<file path="src/rtl/axis_loopback_pkg.sv">
// Shared types and helpers for the store-and-forward AXI-Stream packet buffer.
package axis_loopback_pkg;

    // Write-side packet FSM: waiting for a packet, receiving one, or discarding one.
    typedef enum logic [1:0] {
        WR_IDLE = 2'd0,
        WR_RECV = 2'd1,
        WR_DROP = 2'd2
    } wr_state_t;

    // Ceiling log2; gives the RAM address width for a power-of-two depth.
    function automatic int calc_addr_w(input int depth);
        int w;
        w = 0;
        for (int i = 0; i < 31; i++) begin
            if ((1 << i) < depth) begin
                w = i + 1;
            end
        end
        return w;
    endfunction

    // Width of one stored word {tlast, tkeep, tdata}.
    function automatic int word_width(input int data_w);
        return data_w + data_w / 8 + 1;
    endfunction

    // Storage word for the default 8-bit configuration.
    localparam int DEF_TDATA_WIDTH = 8;
    localparam int DEF_TKEEP_WIDTH = DEF_TDATA_WIDTH / 8;

    typedef struct packed {
        logic                       tlast;
        logic [DEF_TKEEP_WIDTH-1:0] tkeep;
        logic [DEF_TDATA_WIDTH-1:0] tdata;
    } axis_word_t;

endpackage

</file>
<file path="src/rtl/sdp_ram.sv">
// Simple dual-port RAM: one write port, one read port with a registered read.
// The read register holds its value while re_i is low, so it doubles as the
// output holding register of the packet buffer.
module sdp_ram #(
    parameter int DEPTH  = 256,
    parameter int WIDTH  = 10,
    parameter int ADDR_W = 8
) (
    input  logic              clk_i,
    input  logic              we_i,
    input  logic [ADDR_W-1:0] waddr_i,
    input  logic [WIDTH-1:0]  wdata_i,
    input  logic              re_i,
    input  logic [ADDR_W-1:0] raddr_i,
    output logic [WIDTH-1:0]  rdata_o
);

    logic [WIDTH-1:0] mem_q [DEPTH];
    logic [WIDTH-1:0] rdata_q;

    // Write port and registered read port; no reset so the array maps to block RAM.
    always_ff @(posedge clk_i) begin
        if (we_i) begin
            mem_q[waddr_i] <= wdata_i;
        end
        if (re_i) begin
            rdata_q <= mem_q[raddr_i];
        end
    end

    assign rdata_o = rdata_q;

endmodule

</file>
<file path="src/rtl/axis_packet_loopback.sv">
// Store-and-forward AXI-Stream packet buffer. Beats are written speculatively
// and only become visible downstream once the packet's tlast commits it.
// Oversized packets, and packets meeting a full buffer in drop mode, are
// discarded whole by rewinding the write pointer to the last commit point.
module axis_packet_loopback
    import axis_loopback_pkg::*;
#(
    parameter int AXIS_TDATA_WIDTH = 8,
    parameter int AXIS_FIFO_DEPTH  = 256,
    parameter int MAX_PACKET_LEN   = 16,
    parameter int DROP_ON_FULL     = 1,
    parameter int COUNT_WIDTH      = 16
) (
    input  logic                              i_clk,
    input  logic                              i_rst_n,
    input  logic                              i_s_axis_tvalid,
    output logic                              o_s_axis_tready,
    input  logic [AXIS_TDATA_WIDTH-1:0]       i_s_axis_tdata,
    input  logic [AXIS_TDATA_WIDTH/8-1:0]     i_s_axis_tkeep,
    input  logic                              i_s_axis_tlast,
    output logic                              o_m_axis_tvalid,
    input  logic                              i_m_axis_tready,
    output logic [AXIS_TDATA_WIDTH-1:0]       o_m_axis_tdata,
    output logic [AXIS_TDATA_WIDTH/8-1:0]     o_m_axis_tkeep,
    output logic                              o_m_axis_tlast,
    input  logic                              i_invert,
    output logic [COUNT_WIDTH-1:0]            o_pkt_count,
    output logic [COUNT_WIDTH-1:0]            o_drop_count,
    output logic [$clog2(AXIS_FIFO_DEPTH):0]  o_fill_level
);

    localparam int DATA_W = AXIS_TDATA_WIDTH;
    localparam int KEEP_W = AXIS_TDATA_WIDTH / 8;
    localparam int ADDR_W = calc_addr_w(AXIS_FIFO_DEPTH);
    localparam int PTR_W  = ADDR_W + 1;
    localparam int WORD_W = word_width(AXIS_TDATA_WIDTH);
    localparam int BEAT_W = calc_addr_w(MAX_PACKET_LEN + 1);

    typedef struct packed {
        logic              last;
        logic [KEEP_W-1:0] keep;
        logic [DATA_W-1:0] data;
    } word_t;

    // Write side
    wr_state_t          state_q, state_d;
    logic [PTR_W-1:0]   wr_ptr_q, wr_ptr_d;
    logic [PTR_W-1:0]   commit_ptr_q, commit_ptr_d;
    logic [BEAT_W-1:0]  beat_cnt_q, beat_cnt_d;
    logic [COUNT_WIDTH-1:0] pkt_cnt_q, pkt_cnt_d;
    logic [COUNT_WIDTH-1:0] drop_cnt_q, drop_cnt_d;
    logic               full;
    logic               s_ready;
    logic               accept;
    logic               drop_beat;
    logic               ram_we;
    word_t              wr_word;

    // Read side
    logic [PTR_W-1:0]   rd_ptr_q, rd_ptr_d;
    logic [PTR_W-1:0]   fetch_ptr;
    logic [PTR_W-1:0]   fill_q;
    logic               out_valid_q, out_valid_d;
    logic               inv_q, inv_d;
    logic               prev_last_q, prev_last_d;
    logic               have_data;
    logic               pop;
    logic               load;
    logic               is_first;
    logic [WORD_W-1:0]  ram_rdata;
    word_t              rd_word;

    // rd_ptr only advances when downstream takes a beat, so the word held in
    // the output register still counts as occupying its slot.
    assign full      = (wr_ptr_q - rd_ptr_q) == PTR_W'(AXIS_FIFO_DEPTH);
    assign s_ready   = (state_q == WR_DROP) || (DROP_ON_FULL != 0) || !full;
    assign accept    = i_s_axis_tvalid && s_ready;
    assign drop_beat = (beat_cnt_q == BEAT_W'(MAX_PACKET_LEN)) || ((DROP_ON_FULL != 0) && full);
    assign wr_word   = '{last: i_s_axis_tlast, keep: i_s_axis_tkeep, data: i_s_axis_tdata};

    // Write FSM: store good beats speculatively, commit on tlast, rewind on drop.
    always_comb begin
        state_d      = state_q;
        wr_ptr_d     = wr_ptr_q;
        commit_ptr_d = commit_ptr_q;
        beat_cnt_d   = beat_cnt_q;
        pkt_cnt_d    = pkt_cnt_q;
        drop_cnt_d   = drop_cnt_q;
        ram_we       = 1'b0;
        if (accept) begin
            unique case (state_q)
                WR_IDLE, WR_RECV: begin
                    if (drop_beat) begin
                        wr_ptr_d   = commit_ptr_q;
                        beat_cnt_d = '0;
                        drop_cnt_d = drop_cnt_q + 1'b1;
                        state_d    = i_s_axis_tlast ? WR_IDLE : WR_DROP;
                    end else begin
                        ram_we   = 1'b1;
                        wr_ptr_d = wr_ptr_q + 1'b1;
                        if (i_s_axis_tlast) begin
                            commit_ptr_d = wr_ptr_q + 1'b1;
                            pkt_cnt_d    = pkt_cnt_q + 1'b1;
                            beat_cnt_d   = '0;
                            state_d      = WR_IDLE;
                        end else begin
                            beat_cnt_d = beat_cnt_q + 1'b1;
                            state_d    = WR_RECV;
                        end
                    end
                end
                WR_DROP: begin
                    if (i_s_axis_tlast) begin
                        state_d = WR_IDLE;
                    end
                end
                default: state_d = WR_IDLE;
            endcase
        end
    end

    // Write-side state registers.
    always_ff @(posedge i_clk or negedge i_rst_n) begin
        if (!i_rst_n) begin
            state_q      <= WR_IDLE;
            wr_ptr_q     <= '0;
            commit_ptr_q <= '0;
            beat_cnt_q   <= '0;
            pkt_cnt_q    <= '0;
            drop_cnt_q   <= '0;
        end else begin
            state_q      <= state_d;
            wr_ptr_q     <= wr_ptr_d;
            commit_ptr_q <= commit_ptr_d;
            beat_cnt_q   <= beat_cnt_d;
            pkt_cnt_q    <= pkt_cnt_d;
            drop_cnt_q   <= drop_cnt_d;
        end
    end

    // Read side: prefetch the next committed word into the RAM read register
    // whenever the output is empty or being consumed this cycle.
    always_comb begin
        fetch_ptr   = rd_ptr_q + PTR_W'(out_valid_q);
        have_data   = fetch_ptr != commit_ptr_q;
        pop         = out_valid_q && i_m_axis_tready;
        load        = have_data && (!out_valid_q || i_m_axis_tready);
        rd_ptr_d    = rd_ptr_q + PTR_W'(pop);
        out_valid_d = load || (out_valid_q && !pop);
        // The word being loaded starts a packet if the word before it ended one.
        is_first    = out_valid_q ? rd_word.last : prev_last_q;
        inv_d       = (load && is_first) ? i_invert : inv_q;
        prev_last_d = pop ? rd_word.last : prev_last_q;
    end

    // Read-side state registers and the registered fill level.
    always_ff @(posedge i_clk or negedge i_rst_n) begin
        if (!i_rst_n) begin
            rd_ptr_q    <= '0;
            out_valid_q <= 1'b0;
            inv_q       <= 1'b0;
            prev_last_q <= 1'b1;
            fill_q      <= '0;
        end else begin
            rd_ptr_q    <= rd_ptr_d;
            out_valid_q <= out_valid_d;
            inv_q       <= inv_d;
            prev_last_q <= prev_last_d;
            fill_q      <= commit_ptr_q - rd_ptr_q;
        end
    end

    sdp_ram #(
        .DEPTH  (AXIS_FIFO_DEPTH),
        .WIDTH  (WORD_W),
        .ADDR_W (ADDR_W)
    ) u_ram (
        .clk_i   (i_clk),
        .we_i    (ram_we),
        .waddr_i (wr_ptr_q[ADDR_W-1:0]),
        .wdata_i (wr_word),
        .re_i    (load),
        .raddr_i (fetch_ptr[ADDR_W-1:0]),
        .rdata_o (ram_rdata)
    );

    assign rd_word = ram_rdata;

    // The RAM read register has no reset, so outputs are forced to zero while
    // nothing valid is presented.
    assign o_s_axis_tready = s_ready;
    assign o_m_axis_tvalid = out_valid_q;
    assign o_m_axis_tdata  = out_valid_q ? (rd_word.data ^ {DATA_W{inv_q}}) : '0;
    assign o_m_axis_tkeep  = out_valid_q ? rd_word.keep : '0;
    assign o_m_axis_tlast  = out_valid_q && rd_word.last;
    assign o_pkt_count     = pkt_cnt_q;
    assign o_drop_count    = drop_cnt_q;
    assign o_fill_level    = fill_q;

endmodule

</file>
<file path="config.mk">
export PLATFORM = sky130hd
export DESIGN_NAME = axis_packet_loopback
export DESIGN_NICKNAME = d
export VERILOG_FILES = /design/src/rtl/axis_loopback_pkg.sv /design/src/rtl/sdp_ram.sv /design/src/rtl/axis_packet_loopback.sv
export SDC_FILE = /design/constraint.sdc
export NUM_CORES = 2
export LEC_CHECK = 0
export BUFFER_PORTS_ARGS = -buffer_cell sky130_fd_sc_hd__buf_2
export CAP_MARGIN = 5
export CORE_UTILIZATION = 40
export CTS_CLUSTER_DIAMETER = 60
export DETAILED_ROUTE_END_ITERATION = 7
export PLACE_DENSITY = 0.65
export SLEW_MARGIN = 20
export SYNTH_ARGS = -nofsm -noshare
export SYNTH_HDL_FRONTEND = slang
export SYNTH_SLANG_ARGS = --single-unit
</file>
<file path="constraint.sdc">
create_clock -name i_clk -period 4.3 [get_ports i_clk]
set_clock_uncertainty 0.1 [all_clocks]
set_input_delay 0.86 -clock i_clk [delete_from_list [all_inputs] [get_ports i_clk]]
set_output_delay 0.86 -clock i_clk [all_outputs]
set_load 0.01 [all_outputs]
</file>
Yosys cells after proc, flatten, opt, wreduce, memory -nomap -nowiden
Memory sizes are Yosys's and may differ from the RTL's. A register that Yosys moved wholly into a read port is not among the register bits.
Cells that the tools add are included.
Word-level totals
  flip-flop bits (word level): 78
  latch bits: 0
  RAM bits: 2560
  bits in read-only memories: 0
  input port bits: 15
  memories kept: 1
Memories
  u_ram.mem_q: depth 256, width 10, rd ports 1, clocked after Yosys merged registers in 1, write ports 1, line sdp_ram.sv:18  | logic [WIDTH-1:0] mem_q [DEPTH];
Cells by class
  $add $sub $neg: 8
  multipliers: 0
  divide/modulo/power cells: 0
  $lt $le $gt $ge: 0
  eq/ne operators: 6
  shift-type cells: 0
  multiplexer cells: 16
  bitwise logic cells: 2
  reduce and logical (&&, ||, !) cells: 16
Operators by type and width (count)
  $add A16 B1 Y16 const B: 2
  $add A9 B1 Y9: 2
  $sub A9 B9 Y9: 2
  $mux W5: 2
  $add A9 B1 Y9 const B: 1
  $eq A9 B9 Y1 const B: 1
  $mux W9: 1
  $ne A9 B9 Y1: 1
  $mux W1: 8
  $mux W8: 1
  $xor A8 B8 Y8: 1
  $mux W2: 3
  $add A5 B1 Y5 const B: 1
  $eq A5 B5 Y1 const B: 1
  $logic_and A1 B1 Y1: 5
  $pmux W2 S2: 1
  $reduce_and A2 Y1: 2
  $reduce_and A4 Y1: 1
  $logic_or A1 B1 Y1: 3
  $reduce_and A3 Y1: 1
  $eq A2 B1 Y1 const B: 1
  $eq A2 B2 Y1 const B: 1
  $logic_not A1 Y1: 2
  $logic_not A2 Y1: 1
  3 further kinds: 3

Longest topological paths before layout
  depth after elaboration: 8
  gate-level depth with buffers: 14
  depth with buffers taken out: 11

By module
From an unflattened synthesis, not the netlist that was laid out.
Unflattened totals
  cell total of the unflattened synthesis: 5106
  area, all modules: 103918.4 µm²
By module, submodules not included
  sdp_ram: instances 1, cells each 4642, area each 99354.0 µm², seq. area each 77174.0 µm²
  axis_packet_loopback: instances 1, cells each 464, area each 4564.4 µm², seq. area each 1953.1 µm²

Least setup slack after synthesis
No wires, ideal clock.
  path kind: flip-flop to flip-flop
  start point: reg rd_ptr_q[1]
  end point: mem u_ram.mem_q[127][0], enable pin
  arrival: 3.267 ns
  data required time: 3.810 ns
  slack: 0.543 ns
  cell stages (with the launch flop): 13
  cells stage by stage: dfrtp_1 -> inv_1 -> ha_1 -> nor2b_1 -> o21a_1 -> o31a_1 -> mux2_2 -> a311oi_2 -> a21oi_2 -> buf_6 -> clkbuf_1 -> nand2_1 -> nor3_1
Between the ends
  longest elaborated chain between the ends: 8
RTL lines
  start: declaration: line axis_packet_loopback.sv:60  | logic [PTR_W-1:0] rd_ptr_q, rd_ptr_d;
  start signal: assignment: line axis_packet_loopback.sv:165  | rd_ptr_q <= rd_ptr_d;
  $sub A9 B9 Y9: line axis_packet_loopback.sv:75  | assign full = (wr_ptr_q - rd_ptr_q) == PTR_W'(AXIS_FIFO_DEPTH);
  $eq A9 B9 Y1: line axis_packet_loopback.sv:75
  $logic_or A1 B1 Y1: line axis_packet_loopback.sv:78  | assign drop_beat = (beat_cnt_q == BEAT_W'(MAX_PACKET_LEN)) || ((DROP_ON_FULL != 0) && full);
  $mux W1: line axis_packet_loopback.sv:93  | if (drop_beat) begin
  $mux W1: line axis_packet_loopback.sv:91  | unique case (state_q)
  $mux W1: line axis_packet_loopback.sv:90  | if (accept) begin
  $mux W1: line sdp_ram.sv:23  | if (we_i) begin
  $mux W1 (implied by the code): line sdp_ram.sv:24  | mem_q[waddr_i] <= wdata_i;
  end: declaration: line sdp_ram.sv:18
Every way passes these cells.

Worst setup path after layout
  start point: reg rd_ptr_q[0]
  end point: reg u_ram.rdata_q[0] (netlist: u_ram.rdata_o[0]), read port of u_ram.mem_q (data pin)
Between the ends
  longest elaborated chain between the ends: 3
RTL lines
  $add A9 B1 Y9 (*): line axis_packet_loopback.sv:144  | fetch_ptr = rd_ptr_q + PTR_W'(out_valid_q);
  $ne A9 B9 Y1: line axis_packet_loopback.sv:145  | have_data = fetch_ptr != commit_ptr_q;
  $logic_and A1 B1 Y1: line axis_packet_loopback.sv:147  | load = have_data && (!out_valid_q || i_m_axis_tready);
  end: declaration: line sdp_ram.sv:19  | logic [WIDTH-1:0] rdata_q;
Every way passes the cells marked *; elsewhere a longest branch is shown, timed or not.
A chain may end at the register's enable or synchronous reset.

==> flow_summary_export.csv <==
group,metric,value,unit
worst_setup_path,crit_start,"rd_ptr_q[0]",
global_route,grt.overflow.total,0,
hold_path,hold_path_class,"input pin to flip-flop",
clocking,root_buffer,"clkbuf_16",
pwr,switching_share,33.3,%
floorplanning,fp-row-count,186,
timing,worstMarginPinSlew,1.20,ns
clocking,htree_levels,5,
worst_setup_path,path_max_fanout,25,
placement,dp_hpwl,152000,microns
floorplanning,chipWidth,510,microns
drt,wl_per_cell,28.7,microns
floorplanning,core-area,257000,sq um
placement,place_ws,0.000590,ns
finish,final_common_cell,"edfxtp_1",
global_route,grt_pass1_wl,360000,microns
global_route,grt_max_degree,142,
timing,setup_violations,0,
placement,io_buffers,66,
worst_setup_path,cpMostUsedCell,"buf_12",
synth,synth_area_per_cell,22.9,sq um
floorplanning,ioPinCount,68,
placement,gp_congestion,0.825,
drt,ant_nets,0,
worst_setup_path,slowest_stage,"mux4_2",
hold_path,hp-start,"i_invert",
clocking,clock_path_buffers,4,
floorplanning,initial_core_util,40.2,%
synth,syn_inst,4512,
worst_setup_path,crit_type,"flip-flop to flip-flop",
pwr,clock_power_share,26.2,%
timing,timing.final.ws_setup,0.0705,ns
finish,layout_common_cells,"2570 x edfxtp_1, 800 x mux4_2, 403 x buf_4",
timing,hold_viol_final,0,
drt,drt_pre_antenna_iters,7,
synth,synthAdderAreaFrac,0.359,%
timing,min_period,4.23,ns
synth,synth-seq-area-share,76.6,%
drt,drt_iter0_drc,5807,
worst_setup_path,critical_path.cell_chain,"ha_4 -> ha_4 -> buf_12 -> buf_12 -> buf_12 -> mux4_2 -> mux4_2 -> a22oi_1 -> nand2_1 -> a22oi_1 -> buf_4 -> o221ai_1",
clocking,cts.clk_slew.worst_paths,0.06,ns
synth,synth_top_family_by_area,"multiplexers",
flow_run,drv_cap,0,
global_route,antenna_found_initial,3,
synth,ys_warn_count,0,
drt,post_drt_via_cell_ratio,5.77,
pwr,p_int,58.6,mW
finish,finalNetCount,5115,
synth,synth-xor-area-share,0.653,%
pwr,p_leak,38.2,nW
worst_setup_path,slowest_delay,0.51,ns
pwr,p_per_area,730,nW/um^2
clocking,numCtsBuffers,288,
worst_setup_path,crit_arrival,4.78,ns
synth,synth-seq-cells,2648,
clocking,cts_sinks,2648,
pwr,p_seq_share,33.3,%
timing,rsz0062_at_grt,"no",
worst_setup_path,crit_path_end_kind,"flip-flop",
synth,syn_nets,4556,
synth,synth_simple_gate_area_share,2.28,%
worst_setup_path,reg2reg_from,"rd_ptr_q[0]",
floorplanning,die_height,510,microns
synth,syn-cell-area,103000,sq um
global_route,grt_pass1_vias,50100,
synth,synth_edf_count,2570,
worst_setup_path,required,4.85,ns
synth,muxShareOfSynthArea,17.7,%
pwr,power.total,87.9,mW
global_route,track_usage,19.1,%
pwr,pwr-share-comb,40.5,%
drt,num_vias,50000,
timing,final_max_slew_viol_count,0,
worst_setup_path,worstSetupStartpointType,"flip-flop",
pwr,max-vdd-ir-drop,0.601,mV
pwr,power.switching,29.3,mW
finish,drive_gt1_share,34.0,%
synth,synth_flop_cell,"edfxtp_1",
clocking,cts_tree,"yes",
synth,synth_compound_area_share,1.16,%
synth,ys_types,59,
status,status,"completed",
finish,area_growth,16.6,%
floorplanning,dieArea,260000,sq um
clocking,clock_latency,0.95,ns
drt,drt_wl_total,249000,microns
timing,fin_crit_sh,98.4,%
drt,drc,0,
finish,utilization,46.9,%
timing,fmax,236,MHz
timing,slew_headroom,19.8,%
synth,async_reset_ff_share,2.95,%
-- Yosys cell counts, types with 12 or more instances --
master | n | area, sq um
and3_1 | 15 | 93.8
o21ai_0 | 12 | 60.1
a221oi_1 | 20 | 175
buf_1 | 33 | 124
dfrtp_1 | 77 | 1930
a22oi_1 | 51 | 383
ha_1 | 28 | 350
nand2_1 | 65 | 244
clkbuf_1 | 169 | 634
inv_1 | 24 | 90.1
nor2_1 | 47 | 176
buf_2 | 81 | 405
mux2_2 | 13 | 146
nor3_1 | 252 | 1260
xor2_1 | 29 | 254
a22o_1 | 20 | 175
xnor2_1 | 48 | 420
edfxtp_1 | 2570 | 77200
nand4_1 | 17 | 106
nand3_1 | 33 | 165
mux4_2 | 800 | 18000
-- sequential cells by signal (all words and copies together) (netlist names) --
register and cells:
beat_cnt_q 5, o_pkt_count 16, u_ram.rdata_o 10, rd_ptr_q 9
state_q 2, wr_ptr_q 9, prev_last_q 1, o_m_axis_tvalid 1
commit_ptr_q 9, o_drop_count 16, inv_q 1, o_fill_level 9
u_ram.mem_q 2560
-- what timing repair did --
item	in CTS	in global routing
pin swaps	1	0
gates resized for setup	0	4
endpoints found under the hold margin	13	0
setup endpoints to repair	2	25
buffers inserted	4	0
hold buffers	1	0
-- metrics by stage --
stage / hold slack, ns / TNS, ns / instances / cell area (sq um)
2_1_floorplan: 0.357 / 0 / 4512 / 103000
3_5_place_dp: 0.360 / 0 / 8160 / 112000
5_1_grt: 0.0818 / 0 / 8660 / 120000
3_3_place_gp: 0.357 / -1.33 / 8147 / 111000
6_report: 0.0926 / 0 / 8661 / 120000
4_1_cts: 0.0343 / 0 / 8659 / 120000
-- per-layer routing --
| layer | vias up | routed length (microns) | track usage [%] |
|---|---|---|---|
| li1 | 20400 | - | - |
| met2 | 2122 | 121000 | 30.7 |
| met1 | 27100 | 104000 | 27.2 |
| met4 | 0 | 5150 | 4.69 |
| met5 | - | 0 | 0 |
| met3 | 338 | 18300 | 3.37 |
-- power groups by stage --
stage                     registers, mW  clock network [mW]  logic (mW)
after detailed placement           29.8                   0        35.7
after CTS                          29.3                23.4        35.8
after global routing               29.3                24.3        37.0
after floorplan                    29.7                   0        21.0
final                              29.3                23.0        35.6
after global placement             29.8                   0        35.6
-- cells by family (layout without fill, tap and decap cells) --
logic type / Yosys count / count (layout)
flops: 2648 / 2648
mux: 820 / 820
simple gates: 472 / 472
buf+inv: 310 / 1073
compound gates: 155 / 155
xor+xnor: 77 / 77
fa+ha+maj: 29 / 29
other cells: 1 / 3
-- worst max-delay path, delay by kind of cell, from the launching register on --
kind            cells  cell delay, ns
compound gates      3            0.86
mux                 2            0.84
buf+inv             4            0.81
fa+ha+maj           2            0.62
flops               1            0.45
simple gates        1            0.19
-- cell type report --
type,instances,area (sq um)
clock buffer,354,7620
fill,20600,136000
inverter,24,90.1
antenna,2,5.00
timing repair buffer,555,5160
tap,3384,4230
multi-input combinational,1554,23100
clock inverter,140,1040
sequential,2648,79100
-- path summary, 6_finish.rpt --
| path | endpoint | slack [ns] | cells past startpoint |
|---|---|---|---|
| setup / recovery | u_ram.rdata_o[0] | 0.07 | 12 |
| hold / removal | inv_q | 0.09 | 2 |
| setup reg to reg | u_ram.rdata_o[0] | 0.07 | 12 |
| hold reg to reg | o_drop_count[15] | 0.36 | 1 |
| max in group asynchronous | commit_ptr_q[4] | 3.09 | 2 |
| min in group asynchronous | o_drop_count[10] | 0.44 | 2 |
Note: power is estimated with default switching activity, not from simulation.
